==> src/rtl/conv_tile_ctrl.sv <==
// conv_tile_ctrl: weight-preload / ifmap-stream tile sequencer with overlapped fetch and pipeline drain.
// Optional feature macro: CONV_CTRL_PERF_EN adds the perf_stall counter port.
module conv_tile_ctrl #(
    parameter int CNT_W        = 16,
    parameter int TILE_W       = 8,
    parameter int DRAIN_CYCLES = 4
) (
    input  logic              clk,
    input  logic              rst,
    input  logic              start,
    input  logic [CNT_W-1:0]  cfg_w_beats,
    input  logic [CNT_W-1:0]  cfg_if_beats,
    input  logic [TILE_W-1:0] cfg_tiles,
    input  logic              w_valid,
    input  logic              if_valid,
    output logic              ready,
    output logic              w_read,
    output logic              if_read,
    output logic              clr_w,
    output logic              clr_if,
    output logic              switch,
    output logic              first,
    output logic              last,
    output logic              busy,
    output logic              done,
    output logic              err
`ifdef CONV_CTRL_PERF_EN
    ,
    output logic [31:0]       perf_stall
`endif
);

    localparam int DW = DRAIN_CYCLES > 1 ? $clog2(DRAIN_CYCLES) : 1;

    typedef enum logic [2:0] {IDLE, CLR, PRELOAD, SWAP, STREAM, DRAIN, DONE} state_t;

    state_t              state, state_nx;
    logic [CNT_W-1:0]    w_beats, if_beats, w_cnt, if_cnt;
    logic [TILE_W-1:0]   tiles, tile;
    logic [DW-1:0]       drain_cnt;
    logic                err_q;
    logic                accept, cfg_zero, last_tile, w_beat, if_beat, w_fin, if_fin;

    assign accept    = start & ready;
    assign cfg_zero  = (cfg_w_beats == '0) | (cfg_if_beats == '0) | (cfg_tiles == '0);
    assign last_tile = tile == tiles - TILE_W'(1);
    assign w_beat    = w_read & w_valid;
    assign if_beat   = if_read & if_valid;
    // completion includes a beat landing this cycle so the request drops right after the final beat
    assign w_fin     = (w_cnt == w_beats) | (w_beat & (w_cnt + CNT_W'(1) == w_beats));
    assign if_fin    = (if_cnt == if_beats) | (if_beat & (if_cnt + CNT_W'(1) == if_beats));

    // state register
    always_ff @(posedge clk or posedge rst) begin
        if (rst) state <= IDLE;
        else     state <= state_nx;
    end

    // next-state decode
    always_comb begin
        state_nx = state;
        case (state)
            IDLE:    if (accept & ~cfg_zero) state_nx = CLR;
            CLR:     state_nx = PRELOAD;
            PRELOAD: if (w_fin) state_nx = SWAP;
            SWAP:    state_nx = STREAM;
            STREAM:  if (if_fin & (w_fin | last_tile))
                         state_nx = ~last_tile ? SWAP : (DRAIN_CYCLES == 0 ? DONE : DRAIN);
            DRAIN:   if (drain_cnt == DW'(DRAIN_CYCLES - 1)) state_nx = DONE;
            DONE:    state_nx = IDLE;
            default: state_nx = IDLE;
        endcase
    end

    // outputs decoded from registered state and counters only
    always_comb begin
        ready   = state == IDLE;
        busy    = ~ready;
        switch  = state == SWAP;
        clr_if  = switch;
        first   = switch & (tile == '0);
        last    = switch & last_tile;
        clr_w   = (state == CLR) | (switch & ~last_tile);
        w_read  = ((state == PRELOAD) | ((state == STREAM) & ~last_tile)) & (w_cnt != w_beats);
        if_read = (state == STREAM) & (if_cnt != if_beats);
        done    = state == DONE;
        err     = err_q;
    end

    // config latch, beat/tile/drain counters and reject pulse
    always_ff @(posedge clk or posedge rst) begin
        if (rst) begin
            w_beats   <= '0;
            if_beats  <= '0;
            tiles     <= '0;
            w_cnt     <= '0;
            if_cnt    <= '0;
            tile      <= '0;
            drain_cnt <= '0;
            err_q     <= 1'b0;
        end else begin
            err_q <= accept & cfg_zero;
            if (accept) begin
                w_beats  <= cfg_w_beats;
                if_beats <= cfg_if_beats;
                tiles    <= cfg_tiles;
            end
            if (clr_w)       w_cnt <= '0;
            else if (w_beat) w_cnt <= w_cnt + CNT_W'(1);
            if (clr_if)       if_cnt <= '0;
            else if (if_beat) if_cnt <= if_cnt + CNT_W'(1);
            if (state == CLR)                                tile <= '0;
            else if ((state == STREAM) & (state_nx == SWAP)) tile <= tile + TILE_W'(1);
            drain_cnt <= state == DRAIN ? drain_cnt + DW'(1) : '0;
        end
    end

`ifdef CONV_CTRL_PERF_EN
    // saturating count of cycles a request waits on a source that has no beat
    always_ff @(posedge clk or posedge rst) begin
        if (rst)
            perf_stall <= '0;
        else if (accept)
            perf_stall <= '0;
        else if ((((state == STREAM) & ((if_read & ~if_valid) | (w_read & ~w_valid))) |
                  ((state == PRELOAD) & w_read & ~w_valid)) & ~&perf_stall)
            perf_stall <= perf_stall + 32'd1;
    end
`endif

endmodule

==> config.mk <==
export PLATFORM = sky130hd
export DESIGN_NAME = conv_tile_ctrl
export DESIGN_NICKNAME = d
export VERILOG_FILES = /design/src/rtl/conv_tile_ctrl.sv
export SDC_FILE = /design/constraint.sdc
export NUM_CORES = 1
export LEC_CHECK = 0
export CAP_MARGIN = 10
export CORE_MARGIN = 2
export CORE_UTILIZATION = 59
export CTS_BUF_LIST = sky130_fd_sc_hd__clkbuf_2
export DETAILED_ROUTE_END_ITERATION = 7
export GPL_TIMING_DRIVEN = 1
export PLACE_DENSITY = 0.8
export SLEW_MARGIN = 5
export SYNTH_ARGS = -nofsm -noshare
export SYNTH_HDL_FRONTEND = slang
export SYNTH_SLANG_ARGS = --single-unit
export TNS_END_PERCENT = 50
==> constraint.sdc <==
create_clock -name clk -period 3.3 [get_ports clk]
set_input_delay 0.66 -clock clk [delete_from_list [all_inputs] [get_ports clk]]
set_output_delay 0.66 -clock clk [all_outputs]
set_load 0.01 [all_outputs]
==> out/results.txt, run 1 <==
Inst Count DP -> 736
EDFF count, synth -> 0
clock latency on the worst-skew pair -> 540 ps
Detail Route Antenna Nets -> 0
Area growth syn-to-layout -> 18.1%
final wirelength -> 13500 um
f_max -> 0.301 GHz
Buffers on Ports -> 55
grt total ovfl -> 0
crit path kind -> reg -> out
Worst path max stage delay -> 420 ps
top cell family by delay on the critical path -> compound AO/OA/AOI/OAI gates
CP Cell Sequence -> inv_2, ha_4, xor2_1, o211ai_1, a211o_1, a211oi_2, buf_4, o21ai_4, a21oi_4, inv_2, buf_6
Max-slew headroom -> 59.9%
CTS H-tree lvls -> 3
power per cell area -> 691 nW/um2
CTS max path bufs -> 2
failing checks -> setup timing
# nets final -> 691
I/O pins -> 56
worst hold path type -> in -> async
First DRT Iteration DRCs -> 289
Tcrit/Tclk final -> 101%
GPL Wtd Cong -> 0.985
DIE AREA -> 9990 um2
Place WS -> 19.9 ps
Hold Buf Count CTS -> 0
die height -> 100 um
Combinational Power Share -> 46.4%
final hold violation count -> 0
Slowest cell on crit path -> dfrtp_1
Mapped Area -> 5430 um2
first-pass GRT wire length -> 22400 um
worst-margin pin slew -> 602 ps
Sw Share -> 40.5%
via count -> 4706
Finish-stage setup viols -> 1
RSZ-0062 raised after global routing -> true
Worst Path Buf+Inv -> 4
post-synthesis cell type count -> 66
wire per inst -> 17.8 um
vias in the first global route -> 4711
drt pass-1 iters -> 5
VDD IR max -> 0.440 mV
Worst Setup Start Kind -> register
Net Sw Power -> 1.80 mW
share of layout cells above drive strength 1 -> 19.7%
Post-synth ARST share -> 100%
fillers -> 680
Leak -> 2.62 nW
Clock Tree Root -> clkbuf_2
worst endpoint required time -> 2640 ps
Power, Total -> 4.44 mW
vias per cell -> 6.22
Initial Util -> 59.9%
die width -> 100 um
CTS tree -> yes
initial antenna violation count -> 0
commonest non-fill, non-tap cell in the layout -> dfrtp_1
Core ar. -> 9060 um2
#FFs+latches synth -> 86
most frequent cells in the layout -> 80 x dfrtp_1, 52 x clkdlybuf4s50_1, 43 x xor2_1, 43 x nor2_1
post-DP HPWL -> 9800 um
largest net degree at the start of global routing -> 55
# rows -> 35
most used cell, CP -> inv_2
outcome -> finished, violations left
sequential fraction of the synthesis area -> 39.6%
Num CTS Buffers -> 9
Critical Path AT -> 2670 ps
Sinks on Clock Net -> 86
Fin Clk Skew -> 24.2 ps
net count after synthesis -> 632
Final Max Tran Viols -> 0
Min Hold Slack -> 434 ps
CP Capture Type -> primary output
Top FF cell, synth -> dfrtp_1
Finished Layout Cells -> 756
Antenna diodes -> 0
Syn. warnings -> 0
Post-Syn Instances -> 581
Avg Cell Area, Syn -> 9.35 um2
Clock transition at path regs -> 240 ps
critical-path maximum fanout -> 2
GRT Util Overall -> 28.2%
setup ws final -> -25.9 ps
min cycle time layout -> 3330 ps
drt drc -> 0
internal power -> 2.64 mW
power share of the clock group -> 14.0%
Seq pwr share -> 39.6%
max_cap viols -> 0
==> path summary, 6_finish.rpt <==
| path | start | to | slack (ps) | cells after the start |
|---|---|---|---|---|
| max | tiles[0]$_DFFE_PP0P_ | clr_w | -30 | 11 |
| min | rst | w_beats[10]$_DFFE_PP0P_ | 430 | 2 |
| max reg2reg | w_cnt[0]$_DFFE_PP0P_ | tile[6]$_DFFE_PP0P_ | 160 | 10 |
| min reg2reg | drain_cnt[0]$_DFF_PP0_ | drain_cnt[0]$_DFF_PP0_ | 450 | 1 |
| max in group asynchronous | rst | if_cnt[10]$_DFFE_PP0P_ | 2160 | 3 |
| min in group clk | drain_cnt[0]$_DFF_PP0_ | drain_cnt[0]$_DFF_PP0_ | 450 | 1 |
==> state kept, by name, summed over array words and instances, names as in the netlist <==
name / cells
state: 3
tile: 8
drain_cnt: 2
w_cnt: 16
if_beats: 16
tiles: 8
if_cnt: 16
w_beats: 16
err: 1
==> metrics by stage <==
stage | TNS [ps] | utilization, % | area [um2]
floorplan | 0 | - | 5430
global placement | 0 | 67.8 | 6150
detailed placement | 0 | 67.8 | 6150
CTS | 0 | 69.9 | 6330
global route | -304 | 70.8 | 6420
finish | -25.9 | 70.8 | 6420
==> power groups by stage <==
stage          Clock, mW  Sequential [mW]  Combinational, mW
2_1_floorplan          0             1.62               1.45
5_1_grt            0.667             1.80               2.24
4_1_cts            0.632             1.74               1.97
6_report           0.621             1.76               2.06
3_3_place_gp           0             1.74               1.86
3_5_place_dp           0             1.76               1.91
==> cell type report <==
class	count	area [um2]	share of cell area [%]
sequential	86	2160	33.6
timing repair buffer	78	743	11.6
multi-input combinational	445	3160	49.3
inverter	20	76.3	1.19
tap	111	139	2.16
clock inverter	6	86.3	1.35
clock buffer	10	50.0	0.780
==> timing repair <==
item	CTS	global route
buffers inserted	2	2
pin swaps	4	6
resized for setup	20	25
setup endpoints to repair	3	13
==> synth_stat cells (3+ instances only) <==
cell type  instances  area, um2
o31ai_1            4       30.0
or4_1              4       30.0
nor4_1            23        144
dfrtp_1           86       2150
nand3_1           21        105
ha_1               6       75.1
or3_1             13       81.3
clkbuf_1          15       56.3
mux2i_1            7       70.1
nand4_1           19        119
and3_1             6       37.5
mux2_2            38        428
buf_2             12       60.1
or2_2              3       18.8
and2_1             4       25.0
xor2_1            43        377
a21oi_1           23        115
inv_1             20       75.1
nand2_1           35        131
nor3_1            14       70.1
nor2b_1            7       43.8
o21ai_0           38        190
a31o_2             3       26.3
nor4b_1            3       26.3
o21bai_1           3       22.5
nand2b_1           9       56.3
nor2_1            46        173
xnor2_1           27        236
==> routing by layer <==
metal  up-vias  part of all wire [%]  GRT usage, %
li1       2219                     -             -
met1      2240                    41          35.2
met2       193                    49          47.7
met3        54                   6.4          5.50
met4         0                   3.8          12.8
met5         -                     0             0
==> kinds of logic (layout without fill, tap and decap cells) <==
| family | Yosys count | after routing | synth area share, % |
|---|---|---|---|
| simple gates | 225 | 225 | 22.8 |
| compound gates | 98 | 98 | 11.7 |
| flops | 86 | 86 | 39.6 |
| xor+xnor | 70 | 70 | 11.3 |
| buf+inv | 50 | 114 | 3.87 |
| mux | 45 | 45 | 9.16 |
| fa+ha+maj | 7 | 7 | 1.57 |
(Power assumes the default switching activity.)
==> inputs of run 2 (changes only) <==
SKIP_LAST_GASP = 1   (was not set)
==> run 2 against run 1 <==
The run now ends clean. Global-route usage barely moved. Hold slack improved by 4.5 ps. Count of clock-buffer cells in the layout unchanged. Flip-flop and latch count stayed put. Setup slack improved by 42 ps. Sequential share of layout area increased by 0.11 points. Cell count unchanged. Non-clock buffer count stayed put. Clock power is 0.6% lower. Wire length fell by 0.36%. Via count down 0.53%. Critical path depth decreased by 3. Critical endpoint unchanged.
==> out/results.txt, run 2 (same netlist as run 1, synthesis figures left out) <==
Initial Util -> 59.9% (unchanged)
die width -> 100 um (unchanged)
Antenna diodes -> 0 (unchanged)
top cell family by delay on the critical path -> XOR/XNOR gates (was compound AO/OA/AOI/OAI gates)
Inst Count DP -> 736 (unchanged)
initial antenna violation count -> 0 (unchanged)
Detail Route Antenna Nets -> 0 (unchanged)
share of layout cells above drive strength 1 -> 18.3% (was 19.7%)
Slowest cell on crit path -> dfrtp_1 (unchanged)
fillers -> 686 (was 680)
Worst path max stage delay -> 480 ps (was 420 ps)
# nets final -> 691 (unchanged)
worst-margin pin slew -> 604 ps (was 602 ps)
critical-path maximum fanout -> 4 (was 2)
largest net degree at the start of global routing -> 55 (unchanged)
Worst Setup Start Kind -> register (unchanged)
Fin Clk Skew -> 23.0 ps (was 24.2 ps)
DIE AREA -> 9990 um2 (unchanged)
Core ar. -> 9060 um2 (unchanged)
RSZ-0062 raised after global routing -> true (unchanged)
Max-slew headroom -> 59.7% (was 59.9%)
Clock Tree Root -> clkbuf_2 (unchanged)
r2r setup slk -> 150 ps (was 160 ps)
min cycle time layout -> 3280 ps (was 3330 ps)
Area growth syn-to-layout -> 17.5% (was 18.1%)
Final Max Tran Viols -> 0 (unchanged)
drt pass-1 iters -> 5 (unchanged)
CP Capture Type -> primary output (unchanged)
# rows -> 35 (unchanged)
Clock transition at path regs -> 240 ps (about the same)
wire per inst -> 17.8 um (about the same)
die height -> 100 um (unchanged)
CTS tree -> yes (unchanged)
CTS max path bufs -> 2 (unchanged)
GPL Wtd Cong -> 0.985 (unchanged)
CP Cell Sequence -> xnor2_1, xor2_1, nand4_1, a21oi_2, o21ai_4, a21oi_4, inv_1, buf_2 (was inv_2, ha_4, xor2_1, o211ai_1, a211o_1, a211oi_2, buf_4, o21ai_4, a21oi_4, inv_2, buf_6)
worst endpoint required time -> 2640 ps (about the same)
Tcrit/Tclk final -> 99.5% (was 101%)
setup total negative slack -> 0 ps (was -25.9 ps)
first-pass GRT wire length -> 22400 um (about the same)
Sinks on Clock Net -> 86 (unchanged)
vias in the first global route -> 4713 (was 4711)
GRT Util Overall -> 28.2% (about the same)
f_max -> 0.305 GHz (was 0.301 GHz)
grt total ovfl -> 0 (unchanged)
Buffers on Ports -> 55 (unchanged)
max_cap viols -> 0 (unchanged)
clock latency on the worst-skew pair -> 540 ps (about the same)
worst hold path type -> in -> async (unchanged)
Critical Path AT -> 2620 ps (was 2670 ps)
Worst Path Buf+Inv -> 2 (was 4)
reg2reg start -> w_cnt[0]$_DFFE_PP0P_ (unchanged)
power per cell area -> 689 nW/um2 (was 691 nW/um2)
CTS H-tree lvls -> 3 (unchanged)
vias per cell -> 6.19 (was 6.22)
VDD IR max -> 0.432 mV (was 0.440 mV)
multi-input logic area -> 3150 um2 (was 3160 um2)
most frequent cells in the layout -> 83 x dfrtp_1, 52 x clkdlybuf4s50_1, 44 x nor2_1 (was 80 x dfrtp_1, 52 x clkdlybuf4s50_1, 43 x xor2_1, 43 x nor2_1)
I/O pins -> 56 (unchanged)
drt drc -> 0 (unchanged)
via count -> 4681 (was 4706)
Num CTS Buffers -> 9 (unchanged)
crit path kind -> reg -> out (unchanged)
Finish-stage setup viols -> 0 (was 1)
post-DP HPWL -> 9800 um (unchanged)
final wirelength -> 13400 um (was 13500 um)
commonest non-fill, non-tap cell in the layout -> dfrtp_1 (unchanged)
register area -> 2160 um2 (about the same)
First DRT Iteration DRCs -> 312 (was 289)
CP Launch Point -> tile[7]$_DFFE_PP0P_ (was tiles[0]$_DFFE_PP0P_)
Finished Layout Cells -> 756 (unchanged)
outcome -> finished clean (was finished, violations left)
Leak -> 2.64 nW (was 2.62 nW)
final hold violation count -> 0 (unchanged)
run 2: cell count changes in the layout (fill, tap and decap cells not counted), sizes merged:
cell	change
buf	-1
clkbuf	+1
run 2: metrics by stage:
| stage | worst slack, ps | power (mW) | utilization, % | area, um2 | hold WS, ps |
|---|---|---|---|---|---|
| after floorplan | 403 | 3.06 | - | 5430 | 407 |
| after global placement | 69.2 | 3.60 | 67.8 | 6150 | 417 |
| after detailed placement | 19.9 | 3.67 | 67.8 | 6150 | 427 |
| after CTS | -1.08 | 4.34 | 69.8 | 6330 | 430 |
| after global routing | -116 | 4.67 | 70.5 | 6390 | 460 |
| final | 16.3 | 4.40 | 70.5 | 6390 | 438 |
run 2: power breakdown:
group          total, mW  internal [mW]  switching (mW)
sequential          1.75           1.36           0.391
clock              0.617          0.253           0.363
combinational       2.03           1.00            1.03
run 2: worst paths after layout:
path	depth (start not counted)	to
setup / recovery	8	clr_w
hold / removal	2	w_beats[10]$_DFFE_PP0P_
setup reg to reg	10	tile[6]$_DFFE_PP0P_
hold reg to reg	1	drain_cnt[0]$_DFF_PP0_
max in group asynchronous	3	tiles[2]$_DFFE_PP0P_
min in group clk	1	drain_cnt[0]$_DFF_PP0_
run 2: layout make-up:
class	instances	area share [%]
multi-input cells	445	49.3
flip-flops and latches	86	33.8
repair buffers	78	11.4
well taps	111	2.17
clock inverters	6	1.35
inverters	20	1.19
clock buffers	10	0.784
run 2: per-layer routing:
layer	vias up	part of all wire [%]	track usage (%)	routed length, um
met5	-	0	0	0
met3	44	6.4	5.50	853
li1	2216	-	-	-
met2	168	49	47.7	6640
met1	2253	41	35.1	5490
met4	0	3.3	12.8	448
run 2: timing repair:
item | 4_1_cts | 5_1_grt
gates resized for setup | 19 | 14
setup buffers | 2 | 2
endpoints found under the setup margin | 3 | 13
hold buffers | 0 | 0
pin swaps | 3 | 1
